## src/rtl/mem_bus_arbiter_if.sv

```systemverilog
// Bus bundle between the fetch/data requesters, the arbiter and the memory port.
interface mem_bus_arbiter_if;
    localparam int unsigned AW = 32;
    localparam int unsigned DW = 32;
    localparam int unsigned SW = 4;

    // Instruction-fetch requester
    logic          if_req;
    logic [AW-1:0] if_addr;
    logic [DW-1:0] if_rdata;
    logic          if_ack;

    // Data requester
    logic          d_req;
    logic          d_we;
    logic [AW-1:0] d_addr;
    logic [SW-1:0] d_sel;
    logic [DW-1:0] d_wdata;
    logic [DW-1:0] d_rdata;
    logic          d_ack;

    // Shared status
    logic          bus_err;
    logic          stallreq;

    // Memory port
    logic          mem_ce;
    logic          mem_we;
    logic [AW-1:0] mem_addr;
    logic [SW-1:0] mem_sel;
    logic [DW-1:0] mem_wdata;
    logic [DW-1:0] mem_rdata;
    logic          mem_ready;

    // Arbiter side
    modport slave (
        input  if_req, if_addr, d_req, d_we, d_addr, d_sel, d_wdata,
               mem_rdata, mem_ready,
        output if_rdata, if_ack, d_rdata, d_ack, bus_err, stallreq,
               mem_ce, mem_we, mem_addr, mem_sel, mem_wdata
    );

    // Requester / memory side
    modport master (
        output if_req, if_addr, d_req, d_we, d_addr, d_sel, d_wdata,
               mem_rdata, mem_ready,
        input  if_rdata, if_ack, d_rdata, d_ack, bus_err, stallreq,
               mem_ce, mem_we, mem_addr, mem_sel, mem_wdata
    );
endinterface

```

## src/rtl/mem_bus_arbiter.sv

```systemverilog
// Fixed-priority (data over fetch) arbiter onto a single memory port with a
// busy-cycle timeout that completes the transfer with bus_err.
module mem_bus_arbiter #(
    parameter int unsigned TIMEOUT = 16
) (
    input logic               clk,
    input logic               rst,
    mem_bus_arbiter_if.slave  bus
);

    localparam logic [1:0] IDLE    = 2'd0;
    localparam logic [1:0] IF_BUSY = 2'd1;
    localparam logic [1:0] D_BUSY  = 2'd2;
    localparam logic [1:0] RESP    = 2'd3;

    localparam int unsigned CW = 8;
    localparam logic [CW-1:0] TO_LAST = CW'(TIMEOUT - 1);

    logic [1:0]    state_q,     state_d;
    logic [CW-1:0] cnt_q,       cnt_d;
    logic          mem_ce_q,    mem_ce_d;
    logic          mem_we_q,    mem_we_d;
    logic [31:0]   mem_addr_q,  mem_addr_d;
    logic [3:0]    mem_sel_q,   mem_sel_d;
    logic [31:0]   mem_wdata_q, mem_wdata_d;
    logic [31:0]   if_rdata_q,  if_rdata_d;
    logic [31:0]   d_rdata_q,   d_rdata_d;
    logic          if_ack_q,    if_ack_d;
    logic          d_ack_q,     d_ack_d;
    logic          bus_err_q,   bus_err_d;

    // Next-state and registered-output logic; acks and bus_err are pulses.
    always_comb begin
        state_d     = state_q;
        cnt_d       = cnt_q;
        mem_ce_d    = mem_ce_q;
        mem_we_d    = mem_we_q;
        mem_addr_d  = mem_addr_q;
        mem_sel_d   = mem_sel_q;
        mem_wdata_d = mem_wdata_q;
        if_rdata_d  = if_rdata_q;
        d_rdata_d   = d_rdata_q;
        if_ack_d    = 1'b0;
        d_ack_d     = 1'b0;
        bus_err_d   = 1'b0;

        case (state_q)
            IDLE: begin
                if (bus.d_req) begin
                    state_d     = D_BUSY;
                    cnt_d       = '0;
                    mem_ce_d    = 1'b1;
                    mem_we_d    = bus.d_we;
                    mem_addr_d  = bus.d_addr;
                    mem_sel_d   = bus.d_sel;
                    mem_wdata_d = bus.d_wdata;
                end else if (bus.if_req) begin
                    state_d     = IF_BUSY;
                    cnt_d       = '0;
                    mem_ce_d    = 1'b1;
                    mem_we_d    = 1'b0;
                    mem_addr_d  = bus.if_addr;
                    mem_sel_d   = 4'b1111;
                    mem_wdata_d = 32'h0;
                end
            end

            IF_BUSY, D_BUSY: begin
                if (bus.mem_ready) begin
                    // Normal completion wins over a simultaneous timeout
                    state_d  = RESP;
                    mem_ce_d = 1'b0;
                    mem_we_d = 1'b0;
                    if (state_q == IF_BUSY) begin
                        if_ack_d   = 1'b1;
                        if_rdata_d = bus.mem_rdata;
                    end else begin
                        d_ack_d    = 1'b1;
                        d_rdata_d  = bus.mem_rdata;
                    end
                end else if (cnt_q == TO_LAST) begin
                    state_d   = RESP;
                    mem_ce_d  = 1'b0;
                    mem_we_d  = 1'b0;
                    bus_err_d = 1'b1;
                    if (state_q == IF_BUSY) begin
                        if_ack_d   = 1'b1;
                        if_rdata_d = 32'h0;
                    end else begin
                        d_ack_d    = 1'b1;
                        d_rdata_d  = 32'h0;
                    end
                end else begin
                    cnt_d = cnt_q + CW'(1);
                end
            end

            RESP: begin
                state_d = IDLE;
            end

            default: begin
                state_d = IDLE;
            end
        endcase
    end

    // State and output registers, cleared asynchronously by reset.
    always_ff @(posedge clk or posedge rst) begin
        if (rst) begin
            state_q     <= IDLE;
            cnt_q       <= '0;
            mem_ce_q    <= 1'b0;
            mem_we_q    <= 1'b0;
            mem_addr_q  <= 32'h0;
            mem_sel_q   <= 4'h0;
            mem_wdata_q <= 32'h0;
            if_rdata_q  <= 32'h0;
            d_rdata_q   <= 32'h0;
            if_ack_q    <= 1'b0;
            d_ack_q     <= 1'b0;
            bus_err_q   <= 1'b0;
        end else begin
            state_q     <= state_d;
            cnt_q       <= cnt_d;
            mem_ce_q    <= mem_ce_d;
            mem_we_q    <= mem_we_d;
            mem_addr_q  <= mem_addr_d;
            mem_sel_q   <= mem_sel_d;
            mem_wdata_q <= mem_wdata_d;
            if_rdata_q  <= if_rdata_d;
            d_rdata_q   <= d_rdata_d;
            if_ack_q    <= if_ack_d;
            d_ack_q     <= d_ack_d;
            bus_err_q   <= bus_err_d;
        end
    end

    assign bus.mem_ce    = mem_ce_q;
    assign bus.mem_we    = mem_we_q;
    assign bus.mem_addr  = mem_addr_q;
    assign bus.mem_sel   = mem_sel_q;
    assign bus.mem_wdata = mem_wdata_q;
    assign bus.if_rdata  = if_rdata_q;
    assign bus.d_rdata   = d_rdata_q;
    assign bus.if_ack    = if_ack_q;
    assign bus.d_ack     = d_ack_q;
    assign bus.bus_err   = bus_err_q;

    // Stall while any requester is waiting on an outstanding ack.
    assign bus.stallreq = (bus.if_req & ~if_ack_q) | (bus.d_req & ~d_ack_q);

endmodule

```

## src/flat_wrapper.sv

```systemverilog
// flat-port wrapper written by rule: the top's interface ports become plain ports
module mem_bus_arbiter_flat 
#(
    parameter int unsigned TIMEOUT = 16
)
  (clk, rst, bus_if_req, bus_if_addr, bus_d_req, bus_d_we, bus_d_addr, bus_d_sel, bus_d_wdata, bus_mem_rdata, bus_mem_ready, bus_if_rdata, bus_if_ack, bus_d_rdata, bus_d_ack, bus_bus_err, bus_stallreq, bus_mem_ce, bus_mem_we, bus_mem_addr, bus_mem_sel, bus_mem_wdata);
  mem_bus_arbiter_if bus_i ();
  input logic clk;
  input logic rst;
  input wire logic [$bits(bus_i.if_req)-1:0] bus_if_req;
  input wire logic [$bits(bus_i.if_addr)-1:0] bus_if_addr;
  input wire logic [$bits(bus_i.d_req)-1:0] bus_d_req;
  input wire logic [$bits(bus_i.d_we)-1:0] bus_d_we;
  input wire logic [$bits(bus_i.d_addr)-1:0] bus_d_addr;
  input wire logic [$bits(bus_i.d_sel)-1:0] bus_d_sel;
  input wire logic [$bits(bus_i.d_wdata)-1:0] bus_d_wdata;
  input wire logic [$bits(bus_i.mem_rdata)-1:0] bus_mem_rdata;
  input wire logic [$bits(bus_i.mem_ready)-1:0] bus_mem_ready;
  output wire logic [$bits(bus_i.if_rdata)-1:0] bus_if_rdata;
  output wire logic [$bits(bus_i.if_ack)-1:0] bus_if_ack;
  output wire logic [$bits(bus_i.d_rdata)-1:0] bus_d_rdata;
  output wire logic [$bits(bus_i.d_ack)-1:0] bus_d_ack;
  output wire logic [$bits(bus_i.bus_err)-1:0] bus_bus_err;
  output wire logic [$bits(bus_i.stallreq)-1:0] bus_stallreq;
  output wire logic [$bits(bus_i.mem_ce)-1:0] bus_mem_ce;
  output wire logic [$bits(bus_i.mem_we)-1:0] bus_mem_we;
  output wire logic [$bits(bus_i.mem_addr)-1:0] bus_mem_addr;
  output wire logic [$bits(bus_i.mem_sel)-1:0] bus_mem_sel;
  output wire logic [$bits(bus_i.mem_wdata)-1:0] bus_mem_wdata;
  assign bus_i.if_req = bus_if_req;
  assign bus_i.if_addr = bus_if_addr;
  assign bus_i.d_req = bus_d_req;
  assign bus_i.d_we = bus_d_we;
  assign bus_i.d_addr = bus_d_addr;
  assign bus_i.d_sel = bus_d_sel;
  assign bus_i.d_wdata = bus_d_wdata;
  assign bus_i.mem_rdata = bus_mem_rdata;
  assign bus_i.mem_ready = bus_mem_ready;
  assign bus_if_rdata = bus_i.if_rdata;
  assign bus_if_ack = bus_i.if_ack;
  assign bus_d_rdata = bus_i.d_rdata;
  assign bus_d_ack = bus_i.d_ack;
  assign bus_bus_err = bus_i.bus_err;
  assign bus_stallreq = bus_i.stallreq;
  assign bus_mem_ce = bus_i.mem_ce;
  assign bus_mem_we = bus_i.mem_we;
  assign bus_mem_addr = bus_i.mem_addr;
  assign bus_mem_sel = bus_i.mem_sel;
  assign bus_mem_wdata = bus_i.mem_wdata;
  mem_bus_arbiter #(.TIMEOUT(TIMEOUT)) u_core (.clk(clk), .rst(rst), .bus(bus_i));
endmodule
```

## config.mk

```make
export PLATFORM = sky130hd
export DESIGN_NAME = mem_bus_arbiter_flat
export DESIGN_NICKNAME = d
export VERILOG_FILES = /design/src/rtl/mem_bus_arbiter_if.sv /design/src/rtl/mem_bus_arbiter.sv /design/src/flat_wrapper.sv
export SDC_FILE = /design/constraint.sdc
export NUM_CORES = 1
export LEC_CHECK = 0
export BUFFER_PORTS_ARGS = -buffer_cell sky130_fd_sc_hd__buf_4
export CAP_MARGIN = 0
export CORE_MARGIN = 3
export CORE_UTILIZATION = 49
export CTS_BUF_LIST = sky130_fd_sc_hd__clkbuf_8
export CTS_CLUSTER_DIAMETER = 50
export CTS_CLUSTER_SIZE = 12
export DETAILED_ROUTE_END_ITERATION = 12
export PLACE_DENSITY = 0.81
export SYNTH_ARGS = -nofsm -noshare
export SYNTH_HDL_FRONTEND = slang
export SYNTH_SLANG_ARGS = --single-unit
```

## constraint.sdc

```tcl
create_clock -name clk -period 5.07 [get_ports clk]
set_clock_uncertainty 0.1 [all_clocks]
set_input_delay 0 -clock clk [delete_from_list [all_inputs] [get_ports clk]]
set_output_delay 0 -clock clk [all_outputs]
set_load 0.01 [all_outputs]
```

# Word-level counts from Yosys, hierarchy flattened
# Index checks and enable logic that the tools add are counted.
word_totals:
  regBits: 147
  output_inout_bits: 138
  wordCells: 81
op_classes:
  add_sub_neg: 1
  n_eq_ne: 8
  mux: 43
  bitwise_logic: 6
  n_reduce_logical: 11
ops:
  columns: ["operator", "count"]
  rows:
  - ["two-way mux 32 bit", 12]
  - ["two-way mux 8 bit", 4]
  - ["two-way mux 1 bit", 17]
  - ["one-hot mux 8 bit (2 select lines)", 1]
  - ["AND reduction 3 bit", 3]
  - ["adder 8 x 1 -> 8 bit (second input constant)", 1]
  - ["== test 8 x 4 -> 1 bit (second input constant)", 1]
  - ["two-way mux 2 bit", 4]
  - ["two-way mux 4 bit", 2]
  - ["one-hot mux 2 bit (3 select lines)", 1]
  - ["nonzero test 2 bit", 3]
  - ["== test 2 bit (second input constant)", 2]
  - ["!= test 2 bit (second input constant)", 2]
  - ["one-hot mux 1 bit (2 select lines)", 2]
  - ["AND reduction 2 bit", 2]
  - ["AND reduction 4 bit", 1]
  - ["!= test 3 x 2 -> 1 bit (second input constant)", 1]
  - ["!= test 3 bit (second input constant)", 1]
  - ["NOT 1 bit", 3]
  - ["bitwise AND 1 bit", 2]
  - ["== test 2 x 1 -> 1 bit (second input constant)", 1]
  - ["logical NOT 2 bit", 1]
  - ["OR reduction 2 bit", 1]
  - ["bitwise OR 1 bit", 1]

# Longest topological paths before layout
logic_depth:
  depth_word: 5
  mapped_depth: 7
  depth_no_buf: 6

# Worst setup path before layout
# Ideal clock, no wire load.
synth_path:
  path_kind: "reg-to-reg"
  startpoint: "register u_core.cnt_q[0]"
  endpoint: "register u_core.d_rdata_q[0], in the netlist u_core.bus.d_rdata[0]"
  setup_ns: 0.125
  arrival_ns: 1.740
  slack_ns: 3.105
  stages_incl_launch_ff: 8
  synth_period_minus_slack_ns: 1.965
  path_cell_list: "dfrtp_1 ha_1 and4b_4 a21o_2 and3b_1 buf_6 buf_12 mux2_4"
synth_between:
  elab_chain_len: 3
synth_rtl:
  columns: ["item", "line", "text"]
  rows:
  - ["start, declared", "mem_bus_arbiter.sv:20", "logic [CW-1:0] cnt_q, cnt_d;"]
  - ["start signal, assigned", "mem_bus_arbiter.sv:125", "cnt_q <= cnt_d;"]
  - ["== test 8 x 4 -> 1 bit", "mem_bus_arbiter.sv:81", "end else if (cnt_q == TO_LAST) begin"]
  - ["nonzero test 2 bit (no line)", null, null]
  - ["AND reduction 3 bit (no line)", null, null]
  - ["end signal, assigned", "mem_bus_arbiter.sv:132", "d_rdata_q <= d_rdata_d;"]
  - ["end, declared", "mem_bus_arbiter.sv:27", "logic [31:0] d_rdata_q, d_rdata_d;"]
# No other way between the ends.
# A chain may end at the register's enable or synchronous reset.

# Worst setup path in the final report
layout_path:
  startpoint: "register u_core.state_q[0]"
  endpoint: "register u_core.d_rdata_q[13], in the netlist u_core.bus.d_rdata[13]"
layout_between:
  elab_chain_len: 3
  word_cells_on_any_way: 5
  classes_between: "eq/ne: 2; bitwise: 1; reduce/logical: 2"
layout_rtl:
  columns: ["item", "line", "text"]
  rows:
  - ["start, declared", "mem_bus_arbiter.sv:19", "logic [1:0] state_q, state_d;"]
  - ["start signal, assigned", "mem_bus_arbiter.sv:124", "state_q <= state_d;"]
  - ["== test 2 x 1 -> 1 bit or == test 2 bit (tied branches)", "mem_bus_arbiter.sv:47, mem_bus_arbiter.sv:74, mem_bus_arbiter.sv:86", null]
  - ["OR reduction 2 bit or NOT 1 bit (tied branches)", null, null]
  - ["AND reduction 3 bit (no line) (*)", null, null]
# Every way passes the cells marked *; elsewhere a longest branch is shown, timed or not.

==> report_table.html <==
<table>
<tr><th>Metric</th><th>Value</th></tr>
<tr><th colspan="2">Layout</th></tr>
<tr><td>Most used cells in the layout excluding fill and tap cells</td><td>sky130_fd_sc_hd__buf_4 (277), sky130_fd_sc_hd__dfrtp_1 (147), sky130_fd_sc_hd__dlygate4sd3_1 (140), sky130_fd_sc_hd__o21ai_0 (42), sky130_fd_sc_hd__nand2_1 (37)</td></tr>
<tr><td>Count of antenna diodes in the layout</td><td>0</td></tr>
<tr><td>Number of cells in the finished layout apart from fillers</td><td>1069</td></tr>
<tr><td>Most common cell after layout, fill and taps aside</td><td>sky130_fd_sc_hd__buf_4</td></tr>
<tr><td>Final layout net count</td><td>1030</td></tr>
<tr><td>Share of layout cells above drive strength 1</td><td>42.3%</td></tr>
<tr><td>Signed area change from the synthesized netlist to the final layout</td><td>61.6%</td></tr>
<tr><th colspan="2">Clocking</th></tr>
<tr><td>Buffer levels on the longest clock path</td><td>2</td></tr>
<tr><td>Clock slew at reported path FFs</td><td>0.07 ns</td></tr>
<tr><td>H-tree lvl count</td><td>4</td></tr>
<tr><td>Number of clock sinks</td><td>147</td></tr>
<tr><td>Root Buffer</td><td>sky130_fd_sc_hd__clkbuf_8</td></tr>
<tr><td>TritonCTS clock tree</td><td>done</td></tr>
<tr><td>TritonCTS buffer count</td><td>17</td></tr>
<tr><td>Clock latency on the worst-skew pair</td><td>0.43 ns</td></tr>
<tr><th colspan="2">Floorplan</th></tr>
<tr><td>Die extent in y</td><td>120 um</td></tr>
<tr><td>I/O Pins</td><td>276</td></tr>
<tr><td>Initial core utilization</td><td>51.5%</td></tr>
<tr><td>Die footprint</td><td>14300 um^2</td></tr>
<tr><td>Die W</td><td>120 um</td></tr>
<tr><td>Core Area</td><td>12300 um^2</td></tr>
<tr><td>Number of placement rows</td><td>40</td></tr>
<tr><th colspan="2">Synth</th></tr>
<tr><td>Fraction of synthesis flops using an asynchronous set or reset pin</td><td>100%</td></tr>
<tr><td>Post-synthesis register bit count</td><td>147</td></tr>
<tr><td>Synth Flop Type</td><td>sky130_fd_sc_hd__dfrtp_1</td></tr>
<tr><td>Net count of the mapped netlist</td><td>626</td></tr>
<tr><td>Sequential-to-total area share from yosys stat</td><td>58.0%</td></tr>
<tr><td>Fraction of post-synthesis cell area in the top cell type by area</td><td>58.0%</td></tr>
<tr><td>Post-synth design cell area</td><td>6340 um^2</td></tr>
<tr><td>Number of synthesized flops with an enable pin</td><td>0</td></tr>
<tr><td>Number of warnings issued by yosys</td><td>0</td></tr>
<tr><td>Distinct cells, synth</td><td>43</td></tr>
<tr><td>Area contributors post-synth</td><td>sky130_fd_sc_hd__dfrtp_1 (58%), sky130_fd_sc_hd__mux2_4 (6.9%), sky130_fd_sc_hd__mux2_2 (6.2%)</td></tr>
<tr><td>Number of instances in the synthesized netlist</td><td>484</td></tr>
<tr><td>Mean Syn Cell Area</td><td>13.1 um^2</td></tr>
<tr><td>Dominant cell type by area after synthesis</td><td>sky130_fd_sc_hd__dfrtp_1</td></tr>
<tr><th colspan="2">STA</th></tr>
<tr><td>Setup repair after global routing missed its margin</td><td>false</td></tr>
<tr><td>Number of hold violations in the final report</td><td>0</td></tr>
<tr><td>Fin crit share</td><td>53.3%</td></tr>
<tr><td>Final critical delay including setup and external delays</td><td>2.70 ns</td></tr>
<tr><td>Transition time at the pin with the least slew margin</td><td>1.20 ns</td></tr>
<tr><td>Highest Clock Rate</td><td>370 MHz</td></tr>
<tr><td>Final-report setup violation count</td><td>0</td></tr>
<tr><td>Worst slew slack as a fraction of its limit</td><td>20.1%</td></tr>
<tr><td>Final total negative setup slack</td><td>0 ns</td></tr>
<tr><td>Number of max-slew violations in the final report</td><td>0</td></tr>
<tr><th colspan="2">GRT</th></tr>
<tr><td>Met2 track demand over resource</td><td>54.9%</td></tr>
<tr><td>Overall Global Routing Usage</td><td>31.6%</td></tr>
<tr><td>Routing usage on met3</td><td>9.05%</td></tr>
<tr><td>Pin count of the biggest net entering global routing</td><td>97</td></tr>
<tr><td>Global Route met1 Usage</td><td>36.2%</td></tr>
<tr><td>First-pass GRT wire length</td><td>34.8 mm</td></tr>
<tr><td>GRT busiest layer</td><td>met2</td></tr>
<tr><td>Remaining Overflow, GRT</td><td>0</td></tr>
<tr><td>Number of antenna violations at the first check in global routing</td><td>0</td></tr>
<tr><td>Vias in the first global route</td><td>6327</td></tr>
<tr><th colspan="2">Drt</th></tr>
<tr><td>Antenna Violating Nets Remaining</td><td>0</td></tr>
<tr><td>Vias</td><td>5732</td></tr>
<tr><td>Initial DRC count</td><td>484</td></tr>
<tr><td>DRC violations left</td><td>0</td></tr>
<tr><td>Detailed-router iteration count before antenna repair</td><td>5</td></tr>
<tr><td>Per-cell via count in the routed design</td><td>5.36</td></tr>
<tr><td>Avg WL per Cell</td><td>21.0 um</td></tr>
<tr><td>Routed wire length</td><td>22.5 mm</td></tr>
<tr><th colspan="2">Worst setup path</th></tr>
<tr><td>Critical path required time</td><td>5.29 ns</td></tr>
<tr><td>FF-to-FF path depth</td><td>4</td></tr>
<tr><td>Worst path cell trace</td><td>inv_1, ha_1, and3b_2, mux2_2</td></tr>
<tr><td>Critical Path Max Stage Delay</td><td>0.99 ns</td></tr>
<tr><td>CP arrival</td><td>2.92 ns</td></tr>
<tr><td>Top fanout value on the critical path</td><td>33</td></tr>
<tr><td>Critical R2R Capture</td><td>u_core.bus.d_rdata[13]</td></tr>
<tr><td>Flop-to-flop setup slack</td><td>2.37 ns</td></tr>
<tr><td>Nature of the critical path startpoint</td><td>flip-flop</td></tr>
<tr><td>Crit-path slowest cell</td><td>sky130_fd_sc_hd__and3b_2</td></tr>
<tr><td>Worst Setup Path Type</td><td>flip-flop to flip-flop</td></tr>
<tr><td>Reg2Reg Launch Point</td><td>u_core.state_q[0]</td></tr>
<tr><td>Setup crit end kind</td><td>flip-flop</td></tr>
<tr><th colspan="2">Hold path</th></tr>
<tr><td>Launch instance of the worst min-delay path</td><td>bus_mem_ready</td></tr>
<tr><td>Cells on Worst Hold Path</td><td>3</td></tr>
<tr><td>Hold Path Sink</td><td>u_core.cnt_q[3]</td></tr>
<tr><td>Worst hold path type</td><td>input port to flip-flop</td></tr>
<tr><th colspan="2">Placed design</th></tr>
<tr><td>Cells after DPL</td><td>897</td></tr>
<tr><td>Final weighted congestion in routability-driven placement</td><td>0.900</td></tr>
<tr><td>Number of port buffers</td><td>275</td></tr>
<tr><td>Post-DP HPWL</td><td>12.5 mm</td></tr>
<tr><th colspan="2">Run</th></tr>
<tr><td>Maxcap violations</td><td>0</td></tr>
<tr><th colspan="2">Outcome</th></tr>
<tr><td>Status</td><td>completed</td></tr>
<tr><th colspan="2">Power and ir drop</th></tr>
<tr><td>VDD IR max</td><td>0.000325 V</td></tr>
<tr><td>Power per Cell Area</td><td>538 nW/um^2</td></tr>
<tr><td>Leakage power</td><td>5.19 nW</td></tr>
</table>
-- what timing repair did --
| action | CTS | global route |
|---|---|---|
| buffers inserted | 0 | 0 |
| hold buffers | 140 | 0 |
| setup endpoints to repair | 0 | 0 |
| hold endpoints to repair | 222 | 0 |
| gates resized for setup | 0 | 0 |
-- metal layers --
layer / share of wire, % / vias to the layer above / routed length (um)
li1: - / 2523 / -
met1: 38 / 2817 / 8450
met2: 51 / 328 / 11400
met3: 7.6 / 64 / 1700
met4: 3.9 / 0 / 873
met5: 0 / - / 0
-- power breakdown --
| group | total (W) | switching [W] | leakage (nW) | internal [W] |
|---|---|---|---|---|
| logic | 0.00254 | 0.00119 | 3.10 | 0.00134 |
| registers | 0.00205 | 0.000375 | 1.87 | 0.00168 |
| clock network | 0.000930 | 0.000432 | 0.216 | 0.000498 |
-- cell families after synthesis --
logic type,Yosys count,share of synthesized area (%)
AO/OA/AOI/OAI,98,10.6
flip-flops,147,58.0
AND/OR/NAND/NOR,97,8.28
adder cells (fa/ha/maj),4,0.789
multiplexers,99,18.6
buffers and inverters,39,3.71
-- sequential cells by signal (all words and copies together) (netlist names) --
| register | flops |
|---|---|
| u_core.bus.bus_err | 1 |
| u_core.state_q | 2 |
| u_core.bus.mem_wdata | 32 |
| u_core.bus.if_ack | 1 |
| u_core.bus.d_rdata | 32 |
| u_core.bus.mem_we | 1 |
| u_core.bus.mem_ce | 1 |
| u_core.bus.mem_addr | 32 |
| u_core.bus.d_ack | 1 |
| u_core.cnt_q | 8 |
| u_core.bus.if_rdata | 32 |
| u_core.bus.mem_sel | 4 |
-- critical path: cells and delay by family (launching register included) --
family	cells	cell delay (ns)
DFF	1	0.35
and+or+nand+nor	1	0.99
adders and majority gates	1	0.62
muxes	1	0.43
buffers and inverters	1	0.07
-- cells in the mapped netlist (all sizes together) (7+ instances only) --
cell and number:
a22o 32, and2 34, buf 16, clkbuf 16
dfrtp 147, inv 7, mux2 64, mux2i 35
nand2 37, nand3 7, o21ai 44
-- cell type report --
class / count / area [um^2]
clock buffers: 22 / 303
clock inverters: 10 / 105
fillers: 624 / 2060
inverters: 7 / 31.3
multi-input cells: 298 / 2440
flip-flops and latches: 147 / 3680
well taps: 168 / 210
repair buffers: 417 / 3480
-- through the flow --
step | instance area, um^2 | setup WS (ns) | utilization, % | total power [W] | hold WS, ns
6_report | 10300 | 2.37 | 83.3 | 0.00552 | 0.0667
5_1_grt | 10300 | 2.19 | 83.3 | 0.00579 | 0.0680
4_1_cts | 10300 | 2.35 | 83.3 | 0.00538 | 0.0248
3_5_place_dp | 8440 | 2.37 | 68.6 | 0.00434 | 0.111
3_3_place_gp | 8440 | 2.46 | 68.6 | 0.00424 | 0.101
2_1_floorplan | 6340 | 1.02 | - | 0.00326 | 0.0260
-- how the worst max path moves through the flow --
stage / startpoint / endpoint / slack, ns / cells after the start
floorplan: rst / u_core.bus.bus_err / 1.02 / 1
global placement: u_core.state_q[0] / u_core.bus.d_rdata[12] / 2.46 / 4
detailed placement: u_core.state_q[0] / u_core.bus.d_rdata[13] / 2.37 / 4
CTS: u_core.state_q[0] / u_core.bus.d_rdata[13] / 2.35 / 4
global route: u_core.state_q[0] / u_core.bus.d_rdata[13] / 2.19 / 4
finish: u_core.state_q[0] / u_core.bus.d_rdata[13] / 2.37 / 4
(Power assumes the default switching activity.)
